`src/rtl/sqr_repeat_ctrl.sv`:
```
// Repeat-squaring sequencer: looks up a repeat count in the external ROM, then
// issues that many single-squaring requests, one outstanding at a time.
module sqr_repeat_ctrl #(
    parameter int ADDR_W = 3,
    parameter int CNT_W  = 16
) (
    input  logic              clk,
    input  logic              rst,
    input  logic              start,
    input  logic [ADDR_W-1:0] sel,
    input  logic              abort,
    output logic [ADDR_W-1:0] rom_addr,
    input  logic [CNT_W-1:0]  rom_dout,
    output logic              sq_en,
    input  logic              sq_ack,
    output logic              busy,
    output logic              done,
    output logic [CNT_W-1:0]  remaining
);

    // state  | meaning
    // S_IDLE | waiting for start; rom_addr keeps the last accepted sel
    // S_LOAD | ROM data valid for rom_addr; latch the repeat count
    // S_RUN  | one-cycle sq_en request to the squarer
    // S_WAIT | waiting for sq_ack of the outstanding request
    // S_DONE | one-cycle done pulse
    typedef enum logic [2:0] {
        S_IDLE,
        S_LOAD,
        S_RUN,
        S_WAIT,
        S_DONE
    } state_t;

    state_t            state, state_nxt;
    logic [ADDR_W-1:0] addr_nxt;
    logic [CNT_W-1:0]  rem_nxt;

    always_ff @(posedge clk or posedge rst) begin
        if (rst) begin
            state     <= S_IDLE;
            rom_addr  <= '0;
            remaining <= '0;
        end else begin
            state     <= state_nxt;
            rom_addr  <= addr_nxt;
            remaining <= rem_nxt;
        end
    end

    always_comb begin
        state_nxt = state;
        addr_nxt  = rom_addr;
        rem_nxt   = remaining;
        case (state)
            S_IDLE: begin
                if (start) begin
                    addr_nxt  = sel;
                    state_nxt = S_LOAD;
                end
            end
            S_LOAD: begin
                if (abort) begin
                    rem_nxt   = '0;
                    state_nxt = S_IDLE;
                end else begin
                    rem_nxt   = rom_dout;
                    state_nxt = (rom_dout == '0) ? S_DONE : S_RUN;
                end
            end
            S_RUN: begin
                // an ack coinciding with the request itself is not ours
                if (abort) begin
                    rem_nxt   = '0;
                    state_nxt = S_IDLE;
                end else begin
                    state_nxt = S_WAIT;
                end
            end
            S_WAIT: begin
                if (abort) begin
                    rem_nxt   = '0;
                    state_nxt = S_IDLE;
                end else if (sq_ack) begin
                    if (remaining != '0) begin
                        rem_nxt = remaining - CNT_W'(1);
                    end
                    state_nxt = (remaining <= CNT_W'(1)) ? S_DONE : S_RUN;
                end
            end
            S_DONE: begin
                state_nxt = S_IDLE;
            end
            default: begin
                state_nxt = S_IDLE;
            end
        endcase
    end

    assign sq_en = (state == S_RUN);
    assign busy  = (state == S_LOAD) || (state == S_RUN) || (state == S_WAIT);
    assign done  = (state == S_DONE);

endmodule

```
`config.mk`:
```
export PLATFORM = sky130hd
export DESIGN_NAME = sqr_repeat_ctrl
export DESIGN_NICKNAME = d
export VERILOG_FILES = /design/src/rtl/sqr_repeat_ctrl.sv
export SDC_FILE = /design/constraint.sdc
export NUM_CORES = 1
export LEC_CHECK = 0
export ABC_CLOCK_PERIOD_IN_PS = 3710
export BUFFER_PORTS_ARGS = -buffer_cell sky130_fd_sc_hd__buf_2
export CAP_MARGIN = 40
export CORE_MARGIN = 5
export CORE_UTILIZATION = 46
export CTS_CLUSTER_SIZE = 16
export DETAILED_ROUTE_END_ITERATION = 7
export PLACE_DENSITY = 0.84
export SYNTH_ARGS = -nofsm -noshare
export SYNTH_HDL_FRONTEND = slang
export SYNTH_SLANG_ARGS = --single-unit
```
`constraint.sdc`:
```
create_clock -name clk -period 3.71 [get_ports clk]
set_input_delay 0 -clock clk [delete_from_list [all_inputs] [get_ports clk]]
set_output_delay 0 -clock clk [all_outputs]
set_load 0.01 [all_outputs]
```
## Word level (Yosys, flattened, before mapping)

Cells that the tools add are included.

- Word-level logic and storage cells: 36
- Bits of input ports: 24
- Output and inout port bits: 22
- Register bits after elaboration: 22

- Multiplexer cells: 14
- Equality and inequality tests: 8
- Add/subtract/negate cells: 1
- Order comparisons: 1
- Reduce and logical (&&, ||, !) cells: 9

Operators with widths:

| kind | count |
|---|---|
| two-way mux 16 bit | 5 |
| case mux 16 bit (3 select lines) | 1 |
| two-way mux 3 bit | 6 |
| <= comparator 16 x 1 -> 1 bit, second input constant | 1 |
| zero test 16 bit | 1 |
| nonzero test 16 bit | 1 |
| subtractor 16 x 1 -> 16 bit, second input constant | 1 |
| case mux 3 bit (4 select lines) | 1 |
| == test 3 x 2 -> 1 bit, second input constant | 2 |
| != test 3 bit, second input constant | 2 |
| != test 2 bit, second input constant | 2 |
| AND reduction 2 bit | 2 |
| AND reduction 4 bit | 1 |
| == test 3 x 1 -> 1 bit, second input constant | 1 |
| == test 3 bit, second input constant | 1 |
| zero test 3 bit | 1 |
| nonzero test 3 bit | 1 |
| logical OR 1 bit | 2 |
| two-way mux 2 bit | 1 |

## Longest topological paths before layout

Gate-level depths: netlist of the first run.

- Depth after elaboration: 5
- Mapped depth: 8
- Depth with buffers taken out: 7

## Worst setup path after synthesis of the first run

OpenSTA, ideal clock, no wires.

- Kind: register -> register
- Start: register remaining[1]
- End: register remaining[13]
- Setup time: 0.132 ns
- Clock period less this slack: 2.061 ns
- Stages on the path, launching flop included: 8
- Required time: 3.578 ns
- Path buffers: 1
- Arrival: 1.929 ns
- Path slack: 1.649 ns
- Cells stage by stage: dfrtp_1 > inv_1 > ha_1 > or3b_2 > nor4_4 > a221o_4 > buf_6 > o22ai_1

- Word-level cells in the longest chain between the ends: 5
- Elaborated cells on any way between the ends: 8
- Those cells by class: 1 x add/sub; 1 x eq/ne; 4 x mux; 2 x reduce/logical

RTL lines:

| what | line | text |
|---|---|---|
| start: declaration | 18 | `output logic [CNT_W-1:0] remaining` |
| start signal: assignment | 47 | `remaining <= rem_nxt;` |
| subtractor 16 x 1 -> 16 bit | 86 | `rem_nxt = remaining - CNT_W'(1);` |
| two-way mux 16 bit | 85 | `if (remaining != '0) begin` |
| two-way mux 16 bit | 84 | `end else if (sq_ack) begin` |
| two-way mux 16 bit | 81 | `if (abort) begin` |
| case mux 16 bit (3 select lines) | 55 | `case (state)` |

Parallel ways exist; a longest one is shown, timed or not. The select of a mux whose other input is x is not followed.
A chain may end at the register's enable or synchronous reset.

## Worst setup path in the final report of the first run

- Start: register remaining[0]
- End: register remaining[0]

The elaborated chain is that of the path after synthesis.

==> results by group, run 1 <==
Detailed routing
  • WL met1: 1790 um
  • Met2 wire len: 2010 um
  • Routed WL per cell: 15.9 um
  • Drt drc: 0
  • Top sig layer: met4
  • Final antenna-violating net count: 0
  • Metal3 WL: 281 um
  • First drt pass iteration count: 5
  • Routed wire length: 4160 um
  • Via/cell ratio: 5.84
  • Vias: 1531
  • Number of DRC markers in iteration 0: 114

Synthesis
  • Ys flop type: dfrtp_1
  • Post-Syn Area per Cell: 8.80 um2
  • Synth async-reset ratio: 1.00
  • Mapped cell area: 0.00148 mm2
  • YS warnings: 0
  • Gate count of the mapped netlist: 168
  • Synth cell types: 45
  • Sequential area share after synthesis: 0.372
  • #FFs+latches synth: 22
  • Syn_nets: 194
  • Number of synthesized flops with an enable pin: 0

Setup path
  • Reg2reg setup slack: 1.37 ns
  • R2R cell count: 7
  • Critical R2R Capture: remaining[0]
  • Peak fanout along the critical path: 26
  • WP data arrival: 2.57 ns
  • Worst Path Required: 3.94 ns
  • CP endpoint kind: flip-flop
  • CP Class: flip-flop to flip-flop
  • Critical Path Source Type: flip-flop
  • RR Startpoint: remaining[0]

Placed design
  • PortBufs: 45
  • HPWL after DPL: 3010 um
  • Number of instances in the placed design: 248
  • Routability cong.: 0.913

Worst hold path
  • Min-Delay Startpoint: rom_dout[7]
  • Hold Path Depth: 3
  • Hold/Removal Path Class: input pin to flip-flop
  • WHS Endpoint: remaining[7]

Power and ir drop
  • Clock share of power: 0.084
  • Internal power: 0.000662 W
  • Tot Pwr: 0.00130 W
  • Comb pwr share: 0.559
  • Switching Fraction: 0.489
  • Sequential share of power: 0.356
  • Cell Pwr Density: 703 mW/mm2
  • Worst vdd ir: 419 uV
  • Pleak: 0.818 nW
  • P_sw: 0.000633 W

Timing
  • Fin Hold WS: -0.00279 ns
  • TNS Setup: 0 ns
  • Final Hold Fails: 1
  • Worst Max-Slew Pin Slew: 0.868 ns
  • Min Tclk post-route: 2.34 ns
  • Clock skew: 0.0166 ns
  • # setup viols final: 0
  • Max frequency: 0.426 GHz
  • Final period util: 0.632
  • Pins Over Slew Limit: 0
  • Slew headroom: 0.421
  • RSZ-0062 raised after global routing: no

Clocking
  • Max Buffers Root-to-Sink: 2
  • Num CTS Buffers: 3
  • H-Tree Depth: 1
  • CTS tree: built
  • Postcts setup bufs: 0
  • Clock Latency Late Sink: 0.31 ns
  • Worst-path clk slew: 0.13 ns
  • CTS resizes: 0
  • # clock sinks: 22
  • CTS Root Cell: clkbuf_4

Global routing
  • Number of global-route vias before repair: 1438
  • Congestion Overflow GR: 0
  • Largest net degree at the start of global routing: 27
  • Initial antenna violation count: 0
  • First-pass GRT wire length: 6790 um
  • Global Route Usage Sum: 0.199

Layout
  • Fin nets: 246
  • Fillers: 282
  • Antenna diodes: 0
  • Finished Layout Cells: 262
  • Area grow syn2layout: 24.6%
  • Final core occ: 0.599
  • FF+latch area: 551 um2
  • Layout cells sized above 1: 0.298
  • Area occupied by multi-input gates: 838 um2

Job
  • Max cap viols: 0

Floorplanning
  • IO Pins: 46
  • Starting Density: 0.480
  • Full die area: 0.00445 mm2
  • FP Rows: 20
  • Die Height: 66.7 um
  • CORE AREA: 0.00308 mm2
  • Chip width: 66.7 um

Run status
  • Outcome: complete, but fails checks
  • Violated checks: hold timing
-- power groups by stage --
stage	sequential (W)	combinational, W	clock [W]
finish	0.000462	0.000725	0.000109
global route	0.000477	0.000805	0.000120
CTS	0.000455	0.000718	0.000113
detailed placement	0.000462	0.000704	0
global placement	0.000454	0.000700	0
floorplan	0.000448	0.000548	0
-- sequential cells by signal (all words and copies together) (netlist names) --
| signal | flops |
|---|---|
| state | 3 |
| remaining | 16 |
| rom_addr | 3 |
-- worst max path at each step --
stage	start	to	slack, ns	depth (start not counted)
2_1_floorplan	remaining[1]	remaining[13]	1.65	7
3_3_place_gp	remaining[4]	remaining[0]	1.49	5
3_5_place_dp	remaining[0]	remaining[0]	1.41	7
4_1_cts	remaining[0]	remaining[0]	1.37	7
5_1_grt	remaining[1]	remaining[4]	1.23	7
6_report	remaining[0]	remaining[0]	1.37	7
-- layout make-up --
class	count	area share
clock buffer	3	0.0122
timing repair buffer	58	0.194
multi-input combinational	130	0.455
inverter	5	0.0102
sequential	22	0.299
tap	44	0.0299
-- critical path: stages, from the launching register on --
cell	delay, ns
dfrtp_1	0.46
inv_1	0.12
ha_1	0.21
or3b_2	0.53
nor4_4	0.25
a221o_4	0.41
a221oi_1	0.09
a21oi_1	0.18
-- synth_stat cells, types with 2 or more instances --
master,number,area share
a21o_1,2,0.010
a21oi_1,11,0.037
a22oi_1,4,0.020
a32oi_1,3,0.018
and2_1,2,0.0085
buf_2,3,0.010
clkbuf_1,3,0.0076
clkbuf_2,2,0.0068
dfrtp_1,22,0.37
ha_1,2,0.017
inv_1,5,0.013
mux2_2,3,0.023
nand2_1,9,0.023
nand2b_1,2,0.0085
nand3_1,2,0.0068
nor2_1,20,0.051
nor3_1,9,0.030
nor3b_1,3,0.015
nor4_1,12,0.051
o21ai_0,15,0.051
o21ai_2,4,0.024
o22ai_1,3,0.013
o311ai_0,3,0.018
or3_1,2,0.0085
or4_1,2,0.010
-- cells by family after synthesis --
logic type | share of synthesized area
mux | 0.0296
fa+ha+maj | 0.0169
buf+inv | 0.0609
flops | 0.372
compound gates | 0.246
simple gates | 0.274
-- metal layers --
metal,vias up,global-route usage
met2,60,0.330
met3,6,0.0405
met4,0,0.0660
li1,749,-
met1,716,0.256
met5,-,0
-- layout by cell type (no fill, tap or decap), types with 3 or more instances in the layout --
master	count
nor4_1	12
nor3b_1	3
a32oi_1	3
inv_1	5
o22ai_1	3
buf_2	45
o311ai_0	3
dlygate4sd3_1	11
dfrtp_1	22
a21oi_1	11
nor2_1	20
mux2_2	3
nand2_1	9
a22oi_1	4
o21ai_2	4
nor3_1	9
o21ai_0	15
clkbuf_4	3
-- through the flow --
| stage | hold slack (ns) | worst slack (ns) | area, um2 |
|---|---|---|---|
| after detailed placement | 0.0117 | 1.41 | 1710 |
| after floorplan | -0.0108 | 1.65 | 1480 |
| after CTS | 0.00125 | 1.37 | 1840 |
| after global routing | 0.00744 | 1.23 | 1840 |
| after global placement | 0.217 | 1.49 | 1700 |
| final | -0.00279 | 1.37 | 1840 |
-- what timing repair did --
| action | CTS | global route |
|---|---|---|
| hold buffers | 11 | 0 |
| endpoints found under the setup margin | 0 | 0 |
| endpoints found under the hold margin | 32 | 0 |
No activity file was read; power rests on OpenSTA's default activity.
==> run 2: changes to the inputs <==
ABC_CLOCK_PERIOD_IN_PS = 2500   (was 3710)
clock period = 2.5 ns   (was 3.71 ns; I/O delays follow)
==> run 2 against run 1 <==
  * The run now ends clean
  * Worst setup slack got worse by 1.2 ns
  * Power rose by 51%
  * Critical path depth unchanged
  * Count of clock-buffer cells in the layout is 1 higher
  * Clock skew decreased by 0.0093 ns
  * Sequential cell count unchanged
  * Critical endpoint is now remaining[5]
==> results by group, run 2 (same netlist as run 1, synthesis figures left out) <==
Run status
  • Outcome: complete, no violations

Layout
  • FF+latch area: 551 um2
  • Largest reg by FF count: remaining
  • Fin nets: 249
  • Layout cells sized above 1: 0.302
  • Area occupied by multi-input gates: 838 um2
  • Number of flip-flops in the largest register: 16
  • Largest regs: remaining (16), rom_addr (3), state (3)
  • Most frequent cells in the layout: 45 x buf_2, 22 x dfrtp_1, 20 x nor2_1
  • Fillers: 263
  • Area grow syn2layout: 27.4%
  • Commonest non-fill, non-tap cell in the layout: buf_2
  • Antenna diodes: 0

Clocking
  • # clock sinks: 22
  • Worst-path clk slew: 0.13 ns
  • Max Buffers Root-to-Sink: 2
  • CTS resizes: 0
  • CTS Root Cell: clkbuf_4
  • Postcts setup bufs: 0
  • # hold bufs at CTS: 13
  • Clock Latency Late Sink: 0.32 ns
  • CTS tree: built
  • H-Tree Depth: 1
  • Num CTS Buffers: 3

Detailed routing
  • Routed WL per cell: 15.4 um
  • Drt drc: 0
  • First drt pass iteration count: 4
  • Final antenna-violating net count: 0
  • Via/cell ratio: 5.78
  • Routed wire length: 4110 um
  • Vias: 1538
  • Number of DRC markers in iteration 0: 113

Power and ir drop
  • Pleak: 0.839 nW
  • Worst vdd ir: 628 uV
  • Cell Pwr Density: 1040 mW/mm2

Global routing
  • Global Route Usage Sum: 0.198
  • Largest net degree at the start of global routing: 27
  • Number of global-route vias before repair: 1441
  • Initial antenna violation count: 0
  • Congestion Overflow GR: 0
  • First-pass GRT wire length: 6820 um

Timing
  • Final period util: 0.923
  • Max frequency: 0.433 GHz
  • # setup viols final: 0
  • Slew headroom: 0.587
  • Min Tclk post-route: 2.31 ns
  • Clock skew: 0.00738 ns
  • Pins Over Slew Limit: 0
  • Final worst slack: 0.192 ns
  • Final Hold Fails: 0
  • TNS Setup: 0 ns
  • Worst Max-Slew Pin Slew: 0.610 ns
  • RSZ-0062 raised after global routing: no

Setup path
  • CP Class: flip-flop to flip-flop
  • Critical Path Source Type: flip-flop
  • WP data arrival: 2.56 ns
  • Worst Path Required: 2.75 ns
  • Peak fanout along the critical path: 26
  • CP endpoint kind: flip-flop
  • R2R cell count: 7

Placed design
  • Setup WS pre-CTS: 0.230 ns
  • Routability cong.: 0.871
  • PortBufs: 45
  • HPWL after DPL: 3080 um

Floorplanning
  • CORE AREA: 0.00308 mm2
  • Die Height: 66.7 um
  • FP Rows: 20
  • Chip width: 66.7 um
  • Starting Density: 0.480
  • IO Pins: 46
  • Full die area: 0.00445 mm2

Worst hold path
  • Hold Path Depth: 3
  • Hold/Removal Path Class: input pin to flip-flop

Job
  • Max cap viols: 0
==> run 2: cell count changes in the layout (fill, tap and decap cells not counted), sizes merged <==
cell         delta
buf             +1
clkbuf          +1
dlygate4sd3     +2
==> run 2: report_power, final <==
group | switching (W) | internal [W]
registers | 0.000188 | 0.000488
logic | 0.000635 | 0.000447
clock network | 0.000112 | 0.0000892
==> run 2: stage by stage <==
step                area, um2  cells  total power (W)  hold WS [ns]   util
global placement         1700    248          0.00171         0.225  0.553
detailed placement       1720    249          0.00174       0.00981  0.558
finish                   1880    266          0.00196       0.00677  0.612
floorplan                1480    168          0.00148       -0.0108      -
global route             1880    266          0.00213        0.0182  0.612
CTS                      1880    266          0.00196       0.00253  0.612
==> run 2: critical path: stages (launching register included) <==
cell and delay, ns:
dfrtp_1 0.45, inv_1 0.12, ha_1 0.22, or3b_2 0.54
nor4_4 0.26, a221o_4 0.42, o21ai_0 0.14, o21ai_0 0.09
==> run 2: path summary, 6_finish.rpt <==
check                              from            end  slack (ns)
max                        remaining[0]   remaining[5]        0.19
min                        rom_dout[13]  remaining[13]       0.007
max reg2reg                remaining[0]   remaining[5]        0.19
min reg2reg                 rom_addr[1]    rom_addr[1]        0.52
max in group asynchronous           rst   remaining[9]        1.88
min in group asynchronous           rst    rom_addr[2]        0.18
==> run 2: layout make-up <==
type	count	area share
multi-input combinational	130	0.445
inverter	5	0.00996
tap	44	0.0292
sequential	22	0.292
timing repair buffer	61	0.205
clock buffer	4	0.0193
==> run 2: routing by layer <==
layer | vias to the layer above | wire, um | part of all wire | GRT usage
met5 | - | 0 | 0 | 0
met4 | 0 | 95 | 0.023 | 0.0812
met3 | 8 | 272 | 0.066 | 0.0354
met2 | 69 | 1940 | 0.47 | 0.313
met1 | 710 | 1800 | 0.44 | 0.264
li1 | 751 | - | - | -
==> run 3: changes to the inputs <==
CAP_MARGIN = not set   (was 40)
CELL_PAD_IN_SITES_DETAIL_PLACEMENT = 1   (was not set)
CELL_PAD_IN_SITES_GLOBAL_PLACEMENT = 1   (was not set)
CORE_UTILIZATION = 37   (was 46)
PLACE_DENSITY = 0.9   (was 0.84)
==> run 3 against run 2 <==
  * Count of clock-buffer cells in the layout stayed put
  * Die area grew 21%
  * Sequential share of layout area up 0.84 points
  * Cell count down 0.38%
  * Clock power rose by 32%
  * Clock skew decreased by 0.0034 ns
  * Utilization is 15 points lower
  * Critical path type unchanged
  * Critical endpoint is now remaining[7]
==> results by group, run 3 (same netlist as run 1, synthesis figures left out) <==
Timing
  • Max frequency: 0.408 GHz
  • Pins Over Slew Limit: 0
  • Clock skew: 0.00403 ns
  • Final period util: 0.979
  • # setup viols final: 0
  • Worst Max-Slew Pin Slew: 0.899 ns
  • Min Tclk post-route: 2.45 ns
  • Slew headroom: 0.400
  • Final Hold Fails: 0

Detailed routing
  • Drt drc: 0
  • First drt pass iteration count: 4
  • Routed WL per cell: 19.6 um
  • Via/cell ratio: 6.05
  • Number of DRC markers in iteration 0: 121
  • Routed wire length: 5200 um
  • Vias: 1603
  • Final antenna-violating net count: 0

Clocking
  • Num CTS Buffers: 3
  • H-Tree Depth: 1
  • Clock Latency Late Sink: 0.27 ns
  • CTS Root Cell: clkbuf_8
  • Worst-path clk slew: 0.09 ns
  • Max Buffers Root-to-Sink: 2
  • CTS tree: built
  • # clock sinks: 22
  • Postcts setup bufs: 0

Global routing
  • Global Route Usage Sum: 0.191
  • Largest net degree at the start of global routing: 27
  • First-pass GRT wire length: 7980 um
  • Initial antenna violation count: 0
  • Number of global-route vias before repair: 1586
  • Congestion Overflow GR: 0

Placed design
  • Area after DPL: 0.00173 mm2
  • HPWL after DPL: 3710 um
  • Routability cong.: 0.879
  • PortBufs: 45

Floorplanning
  • Chip width: 73.2 um
  • IO Pins: 46
  • Full die area: 0.00536 mm2
  • FP Rows: 23
  • CORE AREA: 0.00394 mm2
  • Starting Density: 0.375
  • Die Height: 73.2 um

Power and ir drop
  • Clock share of power: 0.124
  • Pleak: 0.815 nW
  • Internal power: 0.00110 W
  • Cell Pwr Density: 1170 mW/mm2
  • Sequential share of power: 0.323
  • Worst vdd ir: 404 uV
  • Comb pwr share: 0.552
  • P_sw: 0.00104 W
  • Switching Fraction: 0.487

Job
  • Max cap viols: 0

Setup path
  • Critical R2R Capture: remaining[7]
  • CP endpoint kind: flip-flop
  • Critical Path Source Type: flip-flop
  • CP Class: flip-flop to flip-flop
  • CP startpoint: remaining[0]
  • Slowest CP cell: or3b_2
  • CP cell instances: inv_1 > ha_1 > or3b_2 > nor4_4 > a221o_2 > o21ai_0
  • RR Startpoint: remaining[0]
  • WP data arrival: 2.58 ns
  • R2R cell count: 6
  • Peak per-stage delay on the critical path: 0.53 ns
  • End of the critical path: remaining[7]
  • Peak fanout along the critical path: 13
  • Reg2reg setup slack: 0.05 ns
  • Worst Path Required: 2.64 ns

Layout
  • Fin nets: 242
  • Largest regs: remaining (16), rom_addr (3), state (3)
  • Number of flip-flops in the largest register: 16
  • Final core occ: 0.465
  • Most frequent cells in the layout: 45 x buf_2, 22 x dfrtp_1, 20 x nor2_1
  • Antenna diodes: 0
  • Layout cells sized above 1: 0.321
  • Area grow syn2layout: 23.9%
  • Largest reg by FF count: remaining
  • Commonest non-fill, non-tap cell in the layout: buf_2
  • Finished Cell Area: 0.00183 mm2

Run status
  • Outcome: complete, no violations

Worst hold path
  • Hold/Removal Path Class: input pin to flip-flop
run 3: cell types whose count changed in the layout (fill, tap and decap cells not counted), sizes merged:
cell         change
a221o            +1
buf              +1
dlygate4sd3      -9
run 3: metal layers:
| metal | vias to the layer above | GRT usage | share of wire |
|---|---|---|---|
| met4 | 0 | 0.0492 | 0.018 |
| li1 | 741 | - | - |
| met2 | 63 | 0.324 | 0.49 |
| met5 | - | 0 | 0 |
| met1 | 791 | 0.251 | 0.43 |
| met3 | 8 | 0.0303 | 0.060 |
run 3: layout make-up:
| class | count | area [um2] |
|---|---|---|
| Fill cell | 481 | 2110 |
| Tap cell | 50 | 62.6 |
| Multi-Input combinational cell | 131 | 850 |
| Inverter | 5 | 18.8 |
| Sequential cell | 22 | 551 |
| Clock buffer | 4 | 55.1 |
| Timing Repair Buffer | 53 | 295 |
run 3: critical path, delay by kind of cell (launching register included):
family / cells / cell delay, ns
fa+ha+maj: 1 / 0.21
flops: 1 / 0.46
compound gates: 2 / 0.65
simple gates: 2 / 0.86
buf+inv: 1 / 0.14
run 3: repair_timing:
item	4_1_cts	5_1_grt
resized for setup	0	0
hold buffers	4	0
endpoints found under the setup margin	0	2
hold endpoints to repair	25	0
run 3: through the flow:
stage	cells	setup TNS (ns)	setup WS, ns	hold slack [ns]	power, W
after detailed placement	256	0	0.137	0.242	0.00182
after CTS	264	0	0.121	0.0289	0.00210
after global placement	256	0	0.320	0.232	0.00177
after global routing	265	-0.0501	-0.0184	0.0351	0.00228
after floorplan	168	0	0.439	-0.0108	0.00148
final	265	0	0.0516	0.0295	0.00214
run 3: how the worst min path moves through the flow:
stage                      from            end  slack [ns]  cells after the start
floorplan                   rst   remaining[0]       -0.01                      1
global placement         sel[1]    rom_addr[1]        0.23                      2
detailed placement          rst  remaining[13]        0.24                      2
CTS                 rom_dout[1]   remaining[1]        0.03                      3
global route        rom_dout[3]   remaining[3]        0.04                      3
finish              rom_dout[3]   remaining[3]        0.03                      3
run 3: power groups by stage:
stage,combinational (W),clock [W],sequential [W]
2_1_floorplan,0.000814,0,0.000664
3_3_place_gp,0.00109,0,0.000682
3_5_place_dp,0.00113,0,0.000693
4_1_cts,0.00114,0.000268,0.000687
5_1_grt,0.00128,0.000286,0.000721
6_report,0.00118,0.000266,0.000691
